**src/rtl/lc_transition_ctrl.sv**
```systemverilog
// Life-cycle transition requester: fetches the unlock token for a target state from
// lc_memory, compares it with the user token, and advances lc_state or counts failures.
`ifndef LC_MEMORY_WIDTH
`define LC_MEMORY_WIDTH 256
`endif

module lc_transition_ctrl #(
    parameter int WIDTH     = `LC_MEMORY_WIDTH,
    parameter int LENGTH    = 6,
    parameter int TIMEOUT   = 8,
    parameter int MAX_FAILS = 3
) (
    input  logic                      clk,
    input  logic                      rst_n,
    input  logic                      req,
    input  logic [$clog2(LENGTH)-1:0] target_state,
    input  logic [WIDTH-1:0]          token_in,
    output logic                      mem_rd_en,
    output logic [$clog2(LENGTH)-1:0] mem_addr,
    input  logic [WIDTH-1:0]          mem_rdData,
    input  logic                      mem_valid,
    output logic                      busy,
    output logic                      done,
    output logic                      grant,
    output logic [1:0]                err,
    output logic [$clog2(LENGTH)-1:0] lc_state,
    output logic                      locked
);

    localparam int IW = $clog2(LENGTH);
    localparam int TW = $clog2(TIMEOUT + 1);
    localparam int FW = $clog2(MAX_FAILS + 1);
    localparam logic [IW:0]   LEN_W  = (IW + 1)'(LENGTH);
    localparam logic [TW-1:0] TO_W   = TW'(TIMEOUT);
    localparam logic [FW-1:0] MAXF_W = FW'(MAX_FAILS);

    typedef enum logic [1:0] {IDLE, ISSUE, WAIT, RESP} state_t;

    state_t           state_q, state_d;
    logic [WIDTH-1:0] tok_q, tok_d;
    logic [IW-1:0]    tgt_q, tgt_d;
    logic [TW-1:0]    tcnt_q, tcnt_d;
    logic [FW-1:0]    fail_q, fail_d;
    logic             rd_en_d, busy_d, done_d, grant_d, locked_d;
    logic [1:0]       err_d;
    logic [IW-1:0]    addr_d, lc_d;

    always_ff @(posedge clk or negedge rst_n) begin
        if (!rst_n) begin
            state_q   <= IDLE;
            tok_q     <= '0;
            tgt_q     <= '0;
            tcnt_q    <= '0;
            fail_q    <= '0;
            mem_rd_en <= 1'b0;
            mem_addr  <= '0;
            busy      <= 1'b0;
            done      <= 1'b0;
            grant     <= 1'b0;
            err       <= '0;
            lc_state  <= '0;
            locked    <= 1'b0;
        end else begin
            state_q   <= state_d;
            tok_q     <= tok_d;
            tgt_q     <= tgt_d;
            tcnt_q    <= tcnt_d;
            fail_q    <= fail_d;
            mem_rd_en <= rd_en_d;
            mem_addr  <= addr_d;
            busy      <= busy_d;
            done      <= done_d;
            grant     <= grant_d;
            err       <= err_d;
            lc_state  <= lc_d;
            locked    <= locked_d;
        end
    end

    // Next values are the registered outputs for the state being entered.
    always_comb begin
        state_d  = state_q;
        tok_d    = tok_q;
        tgt_d    = tgt_q;
        tcnt_d   = tcnt_q;
        fail_d   = fail_q;
        rd_en_d  = 1'b0;
        addr_d   = mem_addr;
        busy_d   = busy;
        done_d   = 1'b0;
        grant_d  = grant;
        err_d    = err;
        lc_d     = lc_state;
        locked_d = locked;

        unique case (state_q)
            IDLE: begin
                if (req) begin
                    grant_d = 1'b0;
                    if (locked || (target_state <= lc_state) ||
                        ({1'b0, target_state} >= LEN_W)) begin
                        err_d   = 2'd1;
                        done_d  = 1'b1;
                        state_d = RESP;
                    end else begin
                        err_d   = 2'd0;
                        tok_d   = token_in;
                        tgt_d   = target_state;
                        busy_d  = 1'b1;
                        rd_en_d = 1'b1;
                        addr_d  = target_state;
                        state_d = ISSUE;
                    end
                end
            end
            ISSUE: begin
                tcnt_d  = '0;
                state_d = WAIT;
            end
            WAIT: begin
                if (mem_valid) begin
                    if (mem_rdData == tok_q) begin
                        lc_d    = tgt_q;
                        fail_d  = '0;
                        grant_d = 1'b1;
                        err_d   = 2'd0;
                    end else begin
                        if (fail_q < MAXF_W) begin
                            fail_d = fail_q + 1'b1;
                        end
                        if (fail_d == MAXF_W) begin
                            locked_d = 1'b1;
                        end
                        err_d = 2'd2;
                    end
                    done_d  = 1'b1;
                    busy_d  = 1'b0;
                    state_d = RESP;
                end else if (tcnt_q == TO_W) begin
                    err_d   = 2'd3;
                    done_d  = 1'b1;
                    busy_d  = 1'b0;
                    state_d = RESP;
                end else begin
                    tcnt_d = tcnt_q + 1'b1;
                end
            end
            RESP: begin
                state_d = IDLE;
            end
            default: state_d = IDLE;
        endcase
    end

endmodule

```
**config.mk**
```make
export PLATFORM = sky130hd
export DESIGN_NAME = lc_transition_ctrl
export DESIGN_NICKNAME = d
export VERILOG_FILES = /design/src/rtl/lc_transition_ctrl.sv
export SDC_FILE = /design/constraint.sdc
export NUM_CORES = 1
export LEC_CHECK = 0
export CAP_MARGIN = 15
export CORE_AREA = 2 2 207 209
export DETAILED_ROUTE_END_ITERATION = 8
export DIE_AREA = 0 0 209 211
export GPL_ROUTABILITY_DRIVEN = 0
export GPL_TIMING_DRIVEN = 0
export PLACE_DENSITY = 0.71
export SLEW_MARGIN = 30
export SYNTH_ARGS = -nofsm -noshare
export SYNTH_HDL_FRONTEND = slang
export SYNTH_SLANG_ARGS = --single-unit
```
**constraint.sdc**
```tcl
create_clock -name clk -period 3.49 [get_ports clk]
set_clock_uncertainty 0.15 [all_clocks]
set_input_delay 0.698 -clock clk [delete_from_list [all_inputs] [get_ports clk]]
set_output_delay 0.698 -clock clk [all_outputs]
set_load 0.1 [all_outputs]
```
==> flow_summary_export.csv, run 1 <==
group,metric,value,unit
routing,finalWirelength,50500,um
cells_and_area,finish.instance_area,20800,um2
synthesis,yosysTopAreaCell,"dfrtp_1",
floorplanning,die_y,211,um
setup_path,rr_worst_depth,7,
cts,insertion_delay,540,ps
routing,drt_iter0_drc,537,
cts,cts_buffers,35,
floorplanning,placementRows,75,
global_route,grt_pass1_wl,72200,um
setup_path,cp_max_fo,5,
setup_path,worstSetupPathType,"input pin to register",
synthesis,synth-seq-cells,277,
power_and_ir_drop,p_leak,9.16,nW
cts,cts.sinks,277,
flow_run,maxCapViolations,0,
global_route,grt_util_all_layers,22.8,%
floorplanning,core,41800,um2
cells_and_area,area_growth_syn_to_layout,53.7,%
worst_hold_path,hp-class,"register to register",
setup_path,worst_ep_arrival_time,3560,ps
floorplanning,ios,532,
setup_path,required,3760,ps
placement,pre_cts_slack,-1040,ps
cells_and_area,drive_above_1_share,22.1,%
sta,finalHoldViolations,0,
cts,root_buffer,"clkbuf_16",
cells_and_area,nNetsFinal,2086,
status,status,"complete, no violations",
synthesis,synth_cell_types,32,
sta,rsz0062_at_grt,"no",
setup_path,reg2reg_to,"lc_state[0]$_DFFE_PN0P_",
cells_and_area,final_common_cell,"clkdlybuf4s50_1",
routing,avgViaCountPerCell,4.74,
sta,report.final.setup_viol,0,
sta,slew-limit-headroom,32.4,%
power_and_ir_drop,ir_drop,426,uV
placement,io_buffers,531,
placement,hpwl,38300,um
worst_hold_path,whs_path_depth,2,
sta,worst_slack,196,ps
setup_path,start_kind,"input pin",
sta,timing.final.crit_period,3290,ps
synthesis,synth_area,13500,um2
global_route,antenna_found_initial,8,
cts,cts-htree-levels,2,
floorplanning,die_area,44100,um2
sta,fmax,0.304,GHz
routing,drc,0,
sta,slew_violations,0,
routing,drt_first_pass_iters,4,
cts,cts.reportedPaths.clkPinSlew,60,ps
setup_path,worstReg2RegStart,"tok_q[5]$_DFFE_PN0P_",
synthesis,synth_area_leaders,"dfrtp_1, mux2_2, xor2_1",
global_route,grt_max_degree,80,
synthesis,yosysTopAreaCellShare,51.3,%
floorplanning,die_w,209,um
routing,vias,10100,
worst_hold_path,min_to,"err[1]$_DFFE_PN0P_",
worst_hold_path,min-delay-start,"err[1]$_DFFE_PN0P_",
routing,ant_nets,0,
cts,tritoncts,"yes",
placement,placed_area,19600,um2
sta,worst_pin_slew,1010,ps
global_route,grt_remaining_overflow,0,
cts,cts_buffer_depth,3,
setup_path,rrSetupSlack,370,ps
sta,final.period_utilization,94.4,%
global_route,grt_pass1_vias,11000,
routing,wl_per_cell,23.7,um
power_and_ir_drop,p_per_area,662,nW/um2
floorplanning,initial_utilization,32.4,%
synthesis,yosysSeqAreaShare,51.3,%
synthesis,synthCells,987,
synthesis,synth.net_count,1514,
cells_and_area,final_cell_mix,"clkdlybuf4s50_1, dfrtp_1, xor2_1",
synthesis,yosys_warnings,0,
setup_path,endpoint_kind,"register",
synthesis,syn_avg_cell_area,13.7,um2
==> cells by family after synthesis <==
group | Yosys count | share of synthesized area (%)
AO/OA/AOI/OAI | 27 | 1.39
XOR/XNOR | 259 | 16.8
adder cells (fa/ha/maj) | 8 | 0.741
buffers and inverters | 44 | 3.05
flip-flops | 277 | 51.3
multiplexers | 264 | 22.0
AND/OR/NAND/NOR | 108 | 4.74
==> Yosys cell counts (all sizes together) <==
master and n:
xor2 257, o211ai 1, nand2 14, a41o 1, inv 13, clkbuf 2
mux2 262, o21a 1, o22ai 2, a31oi 3, ha 8, and3 2
o21ai 9, nor4 68, a2bb2oi 1, dfrtp 277, xnor2 2, nand3 2
buf 29, a21o 1, nor2 4, mux2i 2, nand4 18, a21oi 4
a2111oi 1, o31ai 3
==> routing by layer <==
metal	track usage [%]	vias to the layer above	routed length (um)
li1	-	4626	-
met1	26.8	5012	20000
met2	39.4	361	24900
met3	6.93	85	3970
met4	8.50	4	1600
met5	0	-	30
==> power breakdown <==
group          switching, W  internal, W  total (W)
registers           0.00114      0.00481    0.00594
logic               0.00169      0.00247    0.00415
clock network       0.00145      0.00220    0.00365
total               0.00427      0.00947     0.0137
==> flip-flops by register name, summed over array words and instances, names as in the netlist <==
register / cells
state_q: 2
tgt_q: 3
grant: 1
busy: 1
done: 1
locked: 1
mem_rd_en: 1
err: 2
lc_state: 3
fail_q: 2
tcnt_q: 4
tok_q: 256
==> final cells by class <==
cell class | count | area, um2
well taps | 539 | 674
diodes | 5 | 12.5
fillers | 3765 | 21000
clock buffers | 51 | 1030
repair buffers | 535 | 5390
inverters | 13 | 48.8
multi-input cells | 666 | 6200
flip-flops and latches | 277 | 6930
clock inverters | 12 | 120
plain buffers | 31 | 363
==> per-stage QoR <==
stage / utilization, % / total power, W / setup TNS [ps] / std cells / hold slack, ps
6_report: 49.7 / 0.0137 / 0 / 2129 / 339
5_1_grt: 49.7 / 0.0146 / 0 / 2129 / 369
4_1_cts: 49.8 / 0.0139 / 0 / 2124 / 346
3_5_place_dp: 46.9 / 0.0102 / -53680 / 2060 / 328
3_3_place_gp: 46.7 / 0.00998 / -3124590 / 2057 / 327
2_1_floorplan: - / 0.00859 / 0 / 987 / 252
==> how the worst max path moves through the flow <==
stage                                   end                    start
finish              lc_state[0]$_DFFE_PN0P_          mem_rdData[137]
CTS                 lc_state[0]$_DFFE_PN0P_          mem_rdData[137]
detailed placement  lc_state[0]$_DFFE_PN0P_            mem_rdData[5]
global route        lc_state[0]$_DFFE_PN0P_          mem_rdData[137]
global placement      tok_q[15]$_DFFE_PN0P_                    rst_n
floorplan            tok_q[100]$_DFFE_PN0P_  lc_state[1]$_DFFE_PN0P_
==> worst max-delay path, stage by stage <==
cell and delay (ps):
clkdlybuf4s50_1 420, xor2_1 150, nor4_1 460, nand4_1 280, nor4_2 560, nand4_1 370
nor2_4 270, mux2_2 360
==> timing repair <==
item | in CTS | in global routing
buffers inserted | 0 | 0
setup endpoints to repair | 8 | 3
gates resized for setup | 6 | 0
hold buffers | 1 | 0
pin swaps | 0 | 1
hold endpoints to repair | 54 | 0
(Power assumes the default switching activity.)
==> run 2, diff against run 1 <==
--- a/config.mk
+++ b/config.mk
@@ -11,7 +11,7 @@
 export DIE_AREA = 0 0 209 211
 export GPL_ROUTABILITY_DRIVEN = 0
 export GPL_TIMING_DRIVEN = 0
-export PLACE_DENSITY = 0.71
+export PLACE_DENSITY = 0.74
 export SLEW_MARGIN = 30
 export SYNTH_ARGS = -nofsm -noshare
 export SYNTH_HDL_FRONTEND = slang
==> run 2 against run 1 <==
Sequential share of layout area increased by 0.19 points. First-iteration DRC count decreased by 18%. Via count decreased by 0.43%. Worst setup slack got worse by 64 ps. Fmax decreased by 1.9%. Die area unchanged. Utilization decreased by 0.29 points. Critical path depth unchanged. Global-route usage decreased by 0.37 points. Design area decreased by 0.58%. Largest power group unchanged.
==> flow_summary_export.csv, run 2 (same netlist as run 1, synthesis figures left out) <==
group,metric,value,unit
status,status,"complete, no violations",
cells_and_area,reg.largest.list,"tok_q: 256 flops, tcnt_q: 4 flops",
cells_and_area,largest_reg_flops,256,
routing,ant_nets,0,
cts,root_buffer,"clkbuf_16",
power_and_ir_drop,p_sw_share,31.4,%
routing,drt_first_pass_iters,7,
placement,pre_cts_slack,-1040,ps
power_and_ir_drop,pwr-share-seq,44.1,%
routing,finalWirelength,50400,um
global_route,grt_max_degree,74,
routing,drt_iter0_drc,440,
cts,cts.sinks,277,
cells_and_area,final.fill_count,3688,
floorplanning,ios,532,
sta,worst_pin_slew,1030,ps
cells_and_area,nNetsFinal,2082,
setup_path,cp_max_fo,5,
worst_hold_path,hp-class,"register to register",
sta,tns,0,ps
power_and_ir_drop,p_int,0.00924,W
cells_and_area,area.sequential,6930,um2
sta,final.period_utilization,96.2,%
global_route,grt_pass1_vias,11100,
sta,timing.final.crit_period,3360,ps
cells_and_area,area_growth_syn_to_layout,52.9,%
setup_path,cp_common_cell,"nand4_1",
setup_path,crit_path_cell_trace,"clkdlybuf4s50_1 -> xor2_1 -> nor4_1 -> nand4_1 -> nor4_2 -> nand4_1 -> nor2_4 -> mux2_2",
routing,drc,0,
power_and_ir_drop,p_leak,9.11,nW
cells_and_area,multi_input_area,6220,um2
power_and_ir_drop,p_per_area,653,nW/um2
setup_path,start_kind,"input pin",
power_and_ir_drop,pwr-share-clk,24.6,%
setup_path,crit_slowest_cell,"nor4_2",
cells_and_area,drive_above_1_share,22.0,%
cts,cts.reportedPaths.clkPinSlew,60,ps
cells_and_area,final_cell_mix,"clkdlybuf4s50_1, dfrtp_1, xor2_1",
global_route,grt_pass1_wl,71800,um
global_route,antenna_found_initial,3,
global_route,grt_util_all_layers,22.5,%
power_and_ir_drop,switchingPower,0.00424,W
floorplanning,placementRows,75,
floorplanning,die_area,44100,um2
setup_path,slowest_delay,530,ps
global_route,grt_remaining_overflow,0,
setup_path,endpoint_kind,"register",
power_and_ir_drop,ir_drop,422,uV
cts,cts_buffers,31,
routing,wl_per_cell,23.8,um
power_and_ir_drop,p_comb_share,31.3,%
sta,fmax,0.298,GHz
sta,worst_slack,131,ps
cts,tritoncts,"yes",
sta,slew-limit-headroom,31.4,%
floorplanning,initial_utilization,32.4,%
routing,avgViaCountPerCell,4.74,
floorplanning,die_y,211,um
setup_path,worstSetupPathType,"input pin to register",
sta,report.final.setup_viol,0,
sta,finalHoldViolations,0,
sta,slew_violations,0,
flow_run,maxCapViolations,0,
cts,cts-htree-levels,1,
placement,hpwl,38400,um
placement,io_buffers,531,
cells_and_area,largest-register,"tok_q",
cts,post_cts_buffers,0,
floorplanning,core,41800,um2
cts,insertion_delay,570,ps
routing,vias,10000,
sta,rsz0062_at_grt,"no",
setup_path,required,3790,ps
cts,cts_buffer_depth,3,
cells_and_area,final_common_cell,"clkdlybuf4s50_1",
floorplanning,die_w,209,um
setup_path,worst_ep_arrival_time,3650,ps
-- run 2: cell types whose count changed in the layout (fill, tap and decap cells not counted), sizes merged --
cell	delta
buf	+2
clkbuf	-5
clkdlybuf4s50	-1
clkinv	-1
diode	-4
inv	-1
-- run 2: power by group through the flow --
stage               Combinational [W]  Clock (W)  Sequential (W)
floorplan                     0.00263          0         0.00596
global placement              0.00407          0         0.00591
detailed placement            0.00423          0         0.00600
CTS                           0.00427    0.00340         0.00595
global route                  0.00461    0.00354         0.00614
finish                        0.00422    0.00332         0.00594
-- run 2: routing by layer --
layer  part of all wire, %  vias to the layer above  GRT usage, %
li1                      -                     4612             -
met2                    50                      401          39.8
met3                   7.9                       81          6.35
met5                 0.050                        -             0
met1                    39                     4947          26.5
met4                   2.9                        4          6.80
-- run 2: through the flow --
stage / util [%] / power [W] / cell area (um2) / hold slack (ps) / instances
6_report: 49.5 / 0.0135 / 20700 / 353 / 2119
5_1_grt: 49.5 / 0.0143 / 20700 / 381 / 2119
4_1_cts: 49.5 / 0.0136 / 20700 / 349 / 2118
3_5_place_dp: 46.9 / 0.0102 / 19600 / 319 / 2060
3_3_place_gp: 46.7 / 0.00998 / 19500 / 322 / 2057
2_1_floorplan: - / 0.00859 / 13500 / 252 / 987
-- run 2: worst paths after layout --
path	start	end	slack, ps	cells after the start
setup / recovery	mem_rdData[137]	lc_state[1]$_DFFE_PN0P_	130	8
hold / removal	err[1]$_DFFE_PN0P_	err[1]$_DFFE_PN0P_	350	2
setup reg to reg	tok_q[216]$_DFFE_PN0P_	lc_state[1]$_DFFE_PN0P_	280	7
hold reg to reg	err[1]$_DFFE_PN0P_	err[1]$_DFFE_PN0P_	350	2
max in group asynchronous	rst_n	tok_q[247]$_DFFE_PN0P_	1500	4
min in group asynchronous	rst_n	tok_q[159]$_DFFE_PN0P_	520	2
-- run 2: cell type report --
cell class                 count  area share (%)
antenna                        1          0.0121
buffer                        31            1.76
clock buffer                  47            4.48
clock inverter                10           0.497
inverter                      13           0.236
multi-input combinational    666            30.1
sequential                   277            33.6
tap                          539            3.27
timing repair buffer         535            26.1
-- run 2: critical path: cells and delay by family --
family	cells	cell delay [ps]
AND/OR/NAND/NOR	5	2020
buffers and inverters	1	420
multiplexers	1	360
XOR/XNOR	1	150
-- run 2: timing repair --
item,4_1_cts,5_1_grt
cloned,0,0
endpoints found under the setup margin,8,3
hold buffers,1,0
gates resized for setup,5,2
pin swaps,0,1
hold endpoints to repair,67,0
==> run 3, diff against run 2 <==
--- a/config.mk
+++ b/config.mk
@@ -12,6 +12,7 @@
 export GPL_ROUTABILITY_DRIVEN = 0
 export GPL_TIMING_DRIVEN = 0
 export PLACE_DENSITY = 0.74
+export RECOVER_POWER = 100
 export SLEW_MARGIN = 30
 export SYNTH_ARGS = -nofsm -noshare
 export SYNTH_HDL_FRONTEND = slang
==> run 3 against run 2 <==
The run now ends with max-capacitance violations, max-slew violations left. Total power down 0.20%. Die area did not move. Fmax shrank 1.1%. Largest power group unchanged. Final cell count did not move. Sequential share of layout area increased by 0.27 points. Wire length fell by 0.13%. Global-route usage unchanged. Design area is 0.81% lower. Combinational power about the same. Critical path type unchanged. Non-clock buffer count unchanged. Via count is essentially flat.
==> flow_summary_export.csv, run 3 (same netlist as run 1, synthesis figures left out) <==
group,metric,value,unit
setup_path,endpoint_kind,"register",
global_route,antenna_found_initial,3,
routing,drc,0,
sta,worst_slack,93.6,ps
flow_run,maxCapViolations,1,
power_and_ir_drop,pwr-share-clk,24.6,%
cells_and_area,largest_reg_flops,256,
floorplanning,die_y,211,um
routing,route.met3.wl,3970,um
routing,top_layer_used,"met5",
power_and_ir_drop,p_sw_share,31.4,%
power_and_ir_drop,p_comb_share,31.2,%
global_route,grt_pass1_wl,71800,um
power_and_ir_drop,pwr-share-seq,44.1,%
routing,vias,10100,
sta,fmax,0.294,GHz
routing,drt_iter0_drc,394,
sta,slew_violations,68,
routing,met1_length,19800,um
cts,insertion_delay,560,ps
cells_and_area,reg.largest.list,"tok_q: 256 flops, tcnt_q: 4 flops",
global_route,grt_util_all_layers,22.5,%
placement,placed_area,19600,um2
routing,drt_first_pass_iters,4,
sta,slew-limit-headroom,-30.1,%
floorplanning,ios,532,
setup_path,cp_max_fo,5,
status,status,"finished with violations",
sta,finalHoldViolations,0,
cells_and_area,largest-register,"tok_q",
floorplanning,placementRows,75,
sta,whs,347,ps
routing,wl_per_cell,23.7,um
power_and_ir_drop,p_per_area,657,nW/um2
routing,ant_nets,0,
global_route,grt_max_degree,74,
global_route,grt_pass1_vias,11100,
power_and_ir_drop,ir_drop,421,uV
power_and_ir_drop,switchingPower,0.00423,W
setup_path,worstSetupPathType,"input pin to register",
cells_and_area,final_cell_mix,"clkdlybuf4s50_1, dfrtp_1, xor2_1",
cts,cts.reportedPaths.clkPinSlew,60,ps
floorplanning,die_w,209,um
cts,tritoncts,"yes",
power_and_ir_drop,p_leak,9.06,nW
floorplanning,die_area,44100,um2
cts,root_buffer,"clkbuf_16",
setup_path,worst_ep_arrival_time,3690,ps
power_and_ir_drop,p_int,0.00923,W
setup_path,start_kind,"input pin",
cells_and_area,area_growth_syn_to_layout,51.6,%
setup_path,rrSetupSlack,250,ps
cts,cts.sinks,277,
sta,final.period_utilization,97.3,%
floorplanning,initial_utilization,32.4,%
cells_and_area,finish.instance_area,20500,um2
routing,met2WireLength,25000,um
sta,report.final.setup_viol,0,
setup_path,worstReg2RegStart,"tok_q[137]$_DFFE_PN0P_",
worst_hold_path,hp-class,"register to register",
sta,worst_pin_slew,1950,ps
setup_path,cp-startpoint,"mem_rdData[137]",
global_route,grt_remaining_overflow,0,
cells_and_area,final_common_cell,"clkdlybuf4s50_1",
cts,cts-htree-levels,1,
setup_path,required,3780,ps
status,violations,"max-capacitance violations, max-slew violations",
routing,finalWirelength,50300,um
routing,avgViaCountPerCell,4.74,
sta,rsz0062_at_grt,"no",
placement,io_buffers,531,
worst_hold_path,min-delay-start,"err[1]$_DFFE_PN0P_",
cts,cts_buffer_depth,3,
cts,cts_buffers,31,
floorplanning,core,41800,um2
placement,pre_cts_slack,-1040,ps
sta,tns,0,ps
placement,hpwl,38400,um
cells_and_area,drive_above_1_share,21.6,%
sta,timing.final.crit_period,3400,ps
cells_and_area,nNetsFinal,2082,
[run 3: changes by cell type in the layout (fill, tap and decap cells not counted), moves of 6 or more]
cell and delta:
clkdlybuf4s50_1 -9, buf_8 -9, clkbuf_1 +6, clkbuf_4 +18, buf_6 -9, dlygate4sd3_1 +9
buf_4 -6
[run 3: timing repair]
action	in CTS	in global routing
pin swaps	0	1
hold buffers	1	0
gates resized for setup	5	2
setup buffers	0	0
endpoints found under the setup margin	8	3
endpoints found under the hold margin	67	0
[run 3: power groups by stage]
stage                     combinational [W]  sequential (W)  clock (W)
final                               0.00420         0.00594    0.00331
after global routing                0.00459         0.00614    0.00354
after CTS                           0.00427         0.00595    0.00340
after detailed placement            0.00423         0.00600          0
after global placement              0.00407         0.00591          0
after floorplan                     0.00263         0.00596          0
[run 3: layout make-up]
class / instances / area [um2]
buffer: 31 / 231
tap: 539 / 674
timing repair buffer: 535 / 5350
multi-input combinational: 666 / 6210
clock inverter: 10 / 103
sequential: 277 / 6930
inverter: 13 / 48.8
antenna: 1 / 2.50
clock buffer: 47 / 926
fill: 3718 / 21300
[run 3: critical path, stage by stage]
cell,delay (ps)
clkdlybuf4s50_1,420
xor2_1,150
nor4_1,490
nand4_1,310
nor4_2,560
nand4_1,400
nor2_4,290
mux2_2,360
[run 3: routing by layer]
layer	global-route usage, %	up-vias
met5	0	-
met4	6.80	4
met3	6.35	81
met2	39.8	396
met1	26.5	4959
li1	-	4612
[run 3: path summary, 6_finish.rpt]
path | endpoint | cells after the start
setup / recovery | lc_state[1]$_DFFE_PN0P_ | 8
hold / removal | err[1]$_DFFE_PN0P_ | 2
setup reg to reg | lc_state[1]$_DFFE_PN0P_ | 7
hold reg to reg | err[1]$_DFFE_PN0P_ | 2
max in group asynchronous | tok_q[247]$_DFFE_PN0P_ | 4
min in group asynchronous | tok_q[159]$_DFFE_PN0P_ | 2
[run 3: stage by stage]
stage / power [W] / util [%] / instances
after global routing: 0.0143 / 49.1 / 2119
after detailed placement: 0.0102 / 46.9 / 2060
after CTS: 0.0136 / 49.5 / 2118
after floorplan: 0.00859 / - / 987
final: 0.0135 / 49.1 / 2119
after global placement: 0.00998 / 46.7 / 2057
==> RTL change: new RTL, settings of run 2 <==
The parameter `MAX_FAILS` goes from 3 to 2.
--- a/src/rtl/lc_transition_ctrl.sv
+++ b/src/rtl/lc_transition_ctrl.sv
@@ -8,7 +8,7 @@
     parameter int WIDTH     = `LC_MEMORY_WIDTH,
     parameter int LENGTH    = 6,
     parameter int TIMEOUT   = 8,
-    parameter int MAX_FAILS = 3
+    parameter int MAX_FAILS = 2
 ) (
     input  logic                      clk,
     input  logic                      rst_n,
Check against the original RTL: same outputs for any inputs over 4 cycles, from zero or initial values and one cycle with rst_n low; that may be too few to reach the edited logic, so the function may still have changed.
==> RTL change against run 2 <==
- wire length is 1.3% lower
- sequential cell count is the same
- cell area down 0.52%
- hold slack worse by 0.018 ns
- global-route usage down 0.10 points
- area after synthesis shrank 0.33%
- setup slack improved by 0.017 ns
- power up 1.5%
- critical path type unchanged
- largest power group unchanged
- highest routed layer unchanged
==> RTL change: results (changes against run 2) <==
- The flow ran to the end, and the final reports show no timing, DRC or antenna violations.
* WL final: 49.7 mm (-1.3%)
- Highest cell delay on the worst timing path: 0.74 ns (+0.21 ns)
- Main area contributors after synthesis: dfrtp_1, xnor2_1, mux2_2
- LEAKAGE: 8.11 nW (-11%)
- Flip-flop and latch power: 5.89 mW (-0.8%)
- Clock network power: 3.20 mW (-4%)
- Fraction of area in multi-input gates: 30.2% (+0.095 points)
* Clock tree cell share of total cell area: 4.74% (-0.24 points)
- Worst ir drop on vdd: 0.395 mV (-6.4%)
* Clock Buffer Count: 48 (+2.1%)
- The net switching power of the design came to 4.25 mW (+0.32%).
* Final instance area: 0.0205 sq mm (-0.52%)
- Maximum number of pins on one net before global-route repair: 81 (+9.5%)
- Global routing usage on met2: 40.3% (+0.51 points)
* Post-synthesis share of cell area spent on xor and xnor gates: 16.8% (+0.056 points)
* Detailed placer's ending HPWL: 38.3 mm (-0.22%)
- Mux contribution to synthesized area: 22.1% (+0.083 points)
- The met3 wire length is 3.23 mm (-19%).
- The number of buffers outside the clock class in the layout is 567 (+0.18%).
* Slowest CP cell: nor4_1
- Part of the Yosys area used for sequential elements: 51.5% (+0.17 points)
- Wire length of the first global-routing pass: 71.9 mm (+0.23%)
* Post-route met1 wirelength: 20.0 mm (+1.4%)
- Worst Max-Slew Pin Slew: 1.01 ns (-0.0206 ns)
- Cell Area, Placed: 0.0195 sq mm (-0.24%)
* Count of filler cells inserted in the layout: 3,718 (+0.81%)
- The gate count of the mapped netlist was 988 (+0.10%).
- Overall fraction of global-route tracks in use: 22.4% (-0.10 points)
- Number of distinct standard cells referenced by the synthesized netlist: 35 (+9.4%)
* Cell-internal power: 9.44 mW (+2.1%)
* Number of nets in the final layout: 2,084 (+0.096%)
* Fraction of met3 tracks used by global routing: 4.91% (-1.4 points)
- Detailed-router iteration count before antenna repair: 4 (-3)
- Post-synthesis compound-gate area fraction: 1.27% (-0.12 points)
* Routed wire length on met2: 25.3 mm (+0.66%)
- The first-iteration detailed-routing DRC count came to 387 (-12%).
- The pre-CTS setup slack is -0.594 ns (+0.447 ns).
- Adder and majority gate portion of the synthesized area: 0.836% (+0.095 points)
- The via count of the first global-routing pass came to 11,295 (+2.1%).
## RTL change: cell count changes after synthesis, sizes merged, moves of 2 or more
| cell | change |
|---|---|
| o21ai | +2 |
| nor4 | -51 |
| nand4 | +50 |
| xnor2 | +256 |
| xor2 | -256 |
## RTL change: worst paths after layout
path                                       start                       to  slack, ns
setup / recovery                  mem_rdData[38]  lc_state[0]$_DFFE_PN0P_       0.15
hold / removal             fail_q[1]$_DFFE_PN0P_    fail_q[1]$_DFFE_PN0P_       0.34
setup reg to reg           tok_q[88]$_DFFE_PN0P_  lc_state[0]$_DFFE_PN0P_       0.30
hold reg to reg            fail_q[1]$_DFFE_PN0P_    fail_q[1]$_DFFE_PN0P_       0.34
max in group asynchronous                  rst_n   tok_q[168]$_DFFE_PN0P_       1.55
min in group asynchronous                  rst_n    tok_q[51]$_DFFE_PN0P_       0.49
